## config.mk

```make
export PLATFORM = sky130hd
export DESIGN_NAME = fetch_mar_ir
export DESIGN_NICKNAME = d
export VERILOG_FILES = /design/src/rtl/fetch_mar_ir.sv
export SDC_FILE = /design/constraint.sdc
export NUM_CORES = 1
export LEC_CHECK = 0
export BUFFER_PORTS_ARGS = -buffer_cell sky130_fd_sc_hd__buf_2
export CAP_MARGIN = 10
export CELL_PAD_IN_SITES_DETAIL_PLACEMENT = 1
export CELL_PAD_IN_SITES_GLOBAL_PLACEMENT = 2
export CORE_UTILIZATION = 31
export DETAILED_ROUTE_END_ITERATION = 8
export GPL_TIMING_DRIVEN = 1
export HOLD_SLACK_MARGIN = 0.03
export PLACE_DENSITY_LB_ADDON = 0.1
export SYNTH_ARGS = -nofsm -noshare
export SYNTH_HDL_FRONTEND = slang
export SYNTH_SLANG_ARGS = --single-unit
```

## constraint.sdc

```tcl
create_clock -name clk -period 1.65 [get_ports clk]
set_input_delay 0.165 -clock clk [delete_from_list [all_inputs] [get_ports clk]]
set_output_delay 0.165 -clock clk [all_outputs]
set_load 0.005 [all_outputs]
```

## src/rtl/fetch_mar_ir.sv

```systemverilog
// Instruction fetch unit: multi-beat instruction register with a
// valid/ack handshake, plus an auto-incrementing memory address register.
module fetch_mar_ir #(
  parameter  int DATA_W   = 8,
  parameter  int ADDR_W   = 8,
  parameter  int OPC_W    = 5,
  parameter  int IR_BEATS = 2,
  localparam int IR_W     = IR_BEATS * DATA_W,
  localparam int CW       = $clog2(IR_BEATS + 1)
) (
  input  logic              clk,
  input  logic              rst,
  input  logic [DATA_W-1:0] busC,
  input  logic              ena_ir,
  input  logic              ir_ack,
  input  logic              ir_flush,
  input  logic              hmar,
  input  logic              mar_inc,
  input  logic              sel_ir,
  output logic [OPC_W-1:0]  opcode,
  output logic [ADDR_W-1:0] operand,
  output logic [ADDR_W-1:0] bus_dir,
  output logic              ir_valid,
  output logic [CW-1:0]     beat_cnt,
  output logic              ir_overrun
);

  logic [IR_W-1:0]   ir_q, ir_d;
  logic [CW-1:0]     cnt_q, cnt_d;
  logic              val_q, val_d;
  logic              ovr_q, ovr_d;
  logic [ADDR_W-1:0] mar_q, mar_d;
  logic              we;
  logic [CW-1:0]     slot;
  logic              last;

  assign last = (cnt_q == CW'(IR_BEATS - 1));

  always_comb begin
    ir_d  = ir_q;
    cnt_d = cnt_q;
    val_d = val_q;
    ovr_d = ovr_q;
    we    = 1'b0;
    slot  = cnt_q;
    if (hmar) begin
      mar_d = busC[ADDR_W-1:0];
    end else if (mar_inc) begin
      mar_d = mar_q + ADDR_W'(1);
    end else begin
      mar_d = mar_q;
    end
    if (ir_flush) begin
      cnt_d = '0;
      val_d = 1'b0;
    end else if (val_q) begin
      if (ena_ir && ir_ack) begin
        // Consume and start the next instruction in one edge
        we    = 1'b1;
        slot  = '0;
        val_d = (IR_BEATS == 1);
        cnt_d = (IR_BEATS == 1) ? '0 : CW'(1);
      end else if (ena_ir) begin
        ovr_d = 1'b1;
      end else if (ir_ack) begin
        val_d = 1'b0;
      end
    end else if (ena_ir) begin
      we = 1'b1;
      if (last) begin
        val_d = 1'b1;
        cnt_d = '0;
      end else begin
        cnt_d = cnt_q + CW'(1);
      end
    end
    for (int i = 0; i < IR_BEATS; i++) begin
      if (we && slot == CW'(i)) begin
        ir_d[(IR_BEATS-i)*DATA_W-1 -: DATA_W] = busC;
      end
    end
  end

  always_ff @(posedge clk or negedge rst) begin
    if (!rst) begin
      ir_q  <= '0;
      cnt_q <= '0;
      val_q <= 1'b0;
      ovr_q <= 1'b0;
      mar_q <= '0;
    end else begin
      ir_q  <= ir_d;
      cnt_q <= cnt_d;
      val_q <= val_d;
      ovr_q <= ovr_d;
      mar_q <= mar_d;
    end
  end

  assign opcode     = ir_q[IR_W-1 -: OPC_W];
  assign operand    = ir_q[ADDR_W-1:0];
  assign bus_dir    = sel_ir ? operand : mar_q;
  assign ir_valid   = val_q;
  assign beat_cnt   = cnt_q;
  assign ir_overrun = ovr_q;

endmodule

```

# After elaboration in Yosys (flattened, before gate mapping)
# Cells that the tools add are included.
[word_totals]
inputBits = 16
wordCells = 43
regBits = 28
out_inout_bits = 25
[op_classes]
n_mux = 22
n_reduce_logical = 8
bitwise = 2
eq_ne = 3
add_sub_neg = 2
[op_table]
columns = ["cell", "count"]
rows = [
  ["$mux W8", 3],
  ["$mux W2", 8],
  ["$mux W1", 11],
  ["$add A8 B1 Y8 const B", 1],
  ["$eq A2 B1 Y1 const B", 2],
  ["$reduce_and A4 Y1", 1],
  ["$logic_and A1 B1 Y1", 3],
  ["$ne A3 B2 Y1 const B", 1],
  ["$reduce_bool A3 Y1", 1],
  ["$add A2 B1 Y2 const B", 1],
  ["$logic_not A2 Y1", 1],
  ["$not A1 Y1", 2],
  ["$reduce_and A2 Y1", 1],
  ["$reduce_bool A2 Y1", 1],
]

# Depth between registers and ports, before layout
[depth]
ltp_word = 6
depth_mapped = 4
mapped_depth_nobuf = 4

# Least setup slack after synthesis
# No wires, ideal clock.
[synth_timing]
path_kind = "register to register"
start = "reg val_q (netlist: ir_valid)"
end = "reg ir_q[11]"
t_required_ns = 1.525
path_buffers = 0
path_slack_ns = 0.346
setup_ns = 0.125
synth_period_minus_slack_ns = 1.304
t_arrival_ns = 1.180
path_stages_with_launch = 4
cell_sequence = "dfrtp_1 > and2_1 > o21ai_2 > mux2_2"
[synth_via]
elab_chain_len = 4
elab_cells_between_ends = 6
cone_classes = "4 x mux; 2 x reduce/logical"
[synth_rtl]
columns = ["element", "line", "text"]
rows = [
  ["from (decl)", "30", "logic val_q, val_d;"],
  ["from (signal assigned)", "94", "val_q <= val_d;"],
  ["$mux W2", "56", "end else if (val_q) begin"],
  ["$mux W2", "53", "if (ir_flush) begin"],
  ["$logic_not A2 Y1", "78", "if (we && slot == CW'(i)) begin"],
  ["$logic_and A1 B1 Y1 (*)", "78", ""],
  ["to (signal assigned)", "92", "ir_q <= ir_d;"],
  ["to (decl)", "28", "logic [IR_W-1:0] ir_q, ir_d;"],
]
# Every way passes the cells marked *; elsewhere a longest branch is shown, timed or not.
# A chain may end at the register's enable or synchronous reset.

# Final worst setup path
[layout_timing]
start = "reg val_q (netlist: ir_valid)"
end = "reg ir_q[12]"
# Same word-level chain as after synthesis.

==> flow_metrics.py <==
metrics = {
    "yosys": {
        "muxShareOfSynthArea_pct": 20.0,
        "synth_compound_area_share_pct": 7.22,
        "synth_top_family_by_area": "multiplexers",
        "seq_area_frac_synth_pct": 50.8,
        "syn_inst": 105,
        "synthXorXnorAreaFrac_pct": 2.85,
        "synth_area_leaders": "dfrtp_1 51%, mux2_2 19%, nand2_1 3.4%",
        "synth_area_leader_cell": "dfrtp_1",
        "syn_area_um2": 1230,
        "yosysTopAreaCellShare_pct": 50.8,
        "syn_avg_cell_area_um2": 11.7,
        "ys.warnings.count": 0,
        "syn_nets": 122,
        "yosys.area_share.simple_pct": 15.5,
        "synth_fa_ha_area_share_pct": 1.02,
        "synth-seq-cells": 25,
        "ys_types": 28,
    },
    "finish": {
        "layout_commonest_cell": "buf_2",
        "fin_area_um2": 1520,
        "antenna_cells": 0,
        "drive_above_1_share_pct": 47.9,
        "fillers": 436,
        "register_area_um2": 626,
        "multi_input_area_um2": 574,
        "area_growth_pct": 23.8,
        "layout.nets": 164,
        "layout_common_cells": "40 x buf_2, 25 x dfrtp_1, 21 x mux2_2",
    },
    "drt": {
        "routedWlPerCell_um": 15.2,
        "drtPass1Iterations": 4,
        "drtAntennaViolNets": 0,
        "dr_total_vias": 957,
        "vias_per_cell": 4.93,
        "drc": 0,
        "drtIter0Drc": 37,
        "routed_wl_um": 2950,
    },
    "setup_path": {
        "arrival_ns": 1.60,
        "path_cells": "and2_1 > o21ai_2 > mux2_2",
        "crit_slowest_cell": "dfrtp_1",
        "cp_max_fo": 7,
        "slowest_delay_ns": 0.46,
        "worst_ep_required_time_ns": 1.82,
        "crit_type": "reg2reg",
        "critPathCaptureType": "flip-flop",
        "critPathLaunchType": "flip-flop",
    },
    "global_route": {
        "grt_first_pass_wirelength_um": 4890,
        "grt_usage_pct": 15.5,
        "grt-busiest-layer": "met2",
        "grt_max_degree": 26,
        "grt_pass1_vias": 958,
        "grt_use_met3_pct": 4.75,
        "antenna_found_initial": 0,
        "grt_util_met2_pct": 23.0,
        "gr-usage-met1_pct": 21.4,
        "grt.overflow.total": 0,
    },
    "power": {
        "p_comb_share_pct": 25.4,
        "leakagePower_nw": 0.717,
        "peakVddDrop_mv": 0.645,
        "clockPowerShare_pct": 23.8,
        "p_int_w": 0.00114,
        "switchingPower_w": 0.000472,
        "power_frac_seq_pct": 50.8,
        "p_per_area_nw_per_um2": 1060,
        "swShare_pct": 29.3,
    },
    "sta": {
        "clock_skew_ns": 0.00127,
        "tns_ns": 0,
        "setup_viol": 0,
        "period_share_pct": 86.9,
        "max_freq_mhz": 697,
        "final-hold-violation-count": 0,
        "max-slew-margin-rel_pct": 60.9,
        "drv_slew": 0,
        "period_needed_ns": 1.43,
        "worst_pin_slew_ns": 0.587,
        "rsz0062_at_grt": "no",
    },
    "placement": {
        "place_area_um2": 1470,
        "hpwl_um": 2140,
        "gp_congestion": 0.686,
        "io_buffers": 40,
    },
    "clock_tree": {
        "numCtsBuffers": 3,
        "clock_path_buffers": 2,
        "cts_tree": "built",
        "cts_root_buffer": "clkbuf_8",
        "clock_latency_ns": 0.27,
        "clk_pin_slew_ns": 0.09,
        "postCtsResizedCells": 0,
        "clock_sinks": 25,
        "htreeDepth": 1,
    },
    "floorplan": {
        "start_util_pct": 32.9,
        "rows": 22,
        "core-area_um2": 3740,
        "die_h_um": 65.0,
        "ios": 41,
        "dieArea_um2": 4230,
        "die_x_um": 65.0,
    },
    "run_status": {
        "outcome": "completed",
    },
    "hold_path": {
        "hold_class": "in2reg",
    },
    "flow_run": {
        "cap_violations": 0,
    },
}
[synthesized netlist by cell type]
cell and n:
a21o_1 1, a21oi_1 3, a311oi_1 1, a31o_2 1
and2_1 1, and2b_1 1, buf_2 1, buf_4 2
clkbuf_1 1, dfrtp_1 25, ha_1 1, inv_1 2
mux2_2 21, mux2i_1 1, nand2_1 11, nand2_2 1
nand2b_1 2, nand3_1 5, nand4_1 2, nand4_4 1
nor2b_1 3, nor3_1 1, nor3b_2 1, o21ai_0 8
o21ai_2 1, or4_1 3, xnor2_1 1, xor2_1 3
[through the flow]
step                      util, %  instances  setup slack, ns  total power, W  hold slack, ns
after global placement       39.2        189            0.293         0.00124           0.205
final                        40.7        194            0.216         0.00161          0.0713
after CTS                    40.7        194            0.217         0.00164          0.0676
after floorplan                 -        105            0.346         0.00104          -0.131
after detailed placement     39.2        189            0.222         0.00125           0.209
after global routing         40.7        194            0.130         0.00173          0.0676
[path summary, 6_finish.rpt]
check / startpoint / end / slack [ns] / depth (start not counted)
setup / recovery: ir_valid / ir_q[12] / 0.22 / 3
hold / removal: ir_flush / ir_valid / 0.07 / 2
setup reg to reg: ir_valid / ir_q[12] / 0.22 / 3
hold reg to reg: ir_overrun / ir_overrun / 0.48 / 1
max in group asynchronous: rst / ir_q[4] / 0.85 / 2
min in group asynchronous: rst / ir_q[15] / 0.40 / 2
[power groups by stage]
stage | registers (W) | logic [W] | clock network, W
2_1_floorplan | 0.000827 | 0.000211 | 0
3_3_place_gp | 0.000828 | 0.000408 | 0
3_5_place_dp | 0.000833 | 0.000417 | 0
4_1_cts | 0.000821 | 0.000421 | 0.000400
5_1_grt | 0.000841 | 0.000460 | 0.000428
6_report | 0.000819 | 0.000410 | 0.000383
[flip-flops by register name (all words and copies together), names as in the netlist]
| register | flops |
|---|---|
| ir_valid | 1 |
| beat_cnt | 2 |
| ir_overrun | 1 |
| mar_q | 8 |
| ir_q | 13 |
[timing repair]
| action | in CTS | in global routing |
|---|---|---|
| buffers inserted | 0 | 0 |
| hold buffers | 1 | 0 |
| endpoints found under the hold margin | 25 | 0 |
[metal layers]
layer	wire length, um	part of all wire (%)	up-vias
met5	0	0	-
met4	29	0.98	0
met3	173	5.9	2
met2	1310	44	31
met1	1440	49	463
li1	-	-	461
[kinds of logic (layout without fill, tap and decap cells)]
logic type | after synthesis | count (layout)
adders and majority gates | 1 | 1
AOI/OAI and AO/OA | 15 | 15
muxes | 22 | 22
buffers and inverters | 6 | 47
and+or+nand+nor | 32 | 32
xor gates and xnor gates | 4 | 4
DFF | 25 | 25
[critical path, delay by kind of cell (launching register included)]
kind	cells	cell delay (ns)
mux	1	0.37
compound gates	1	0.30
flops	1	0.46
simple gates	1	0.20
[cell type report]
cell class / instances / share of cell area, %
Multi-Input combinational cell: 74 / 37.7
Sequential cell: 25 / 41.1
Inverter: 2 / 0.493
Timing Repair Buffer: 41 / 13.8
Clock buffer: 3 / 2.71
Tap cell: 48 / 3.94
Clock inverter: 1 / 0.328
No activity file was read; power rests on OpenSTA's default activity.
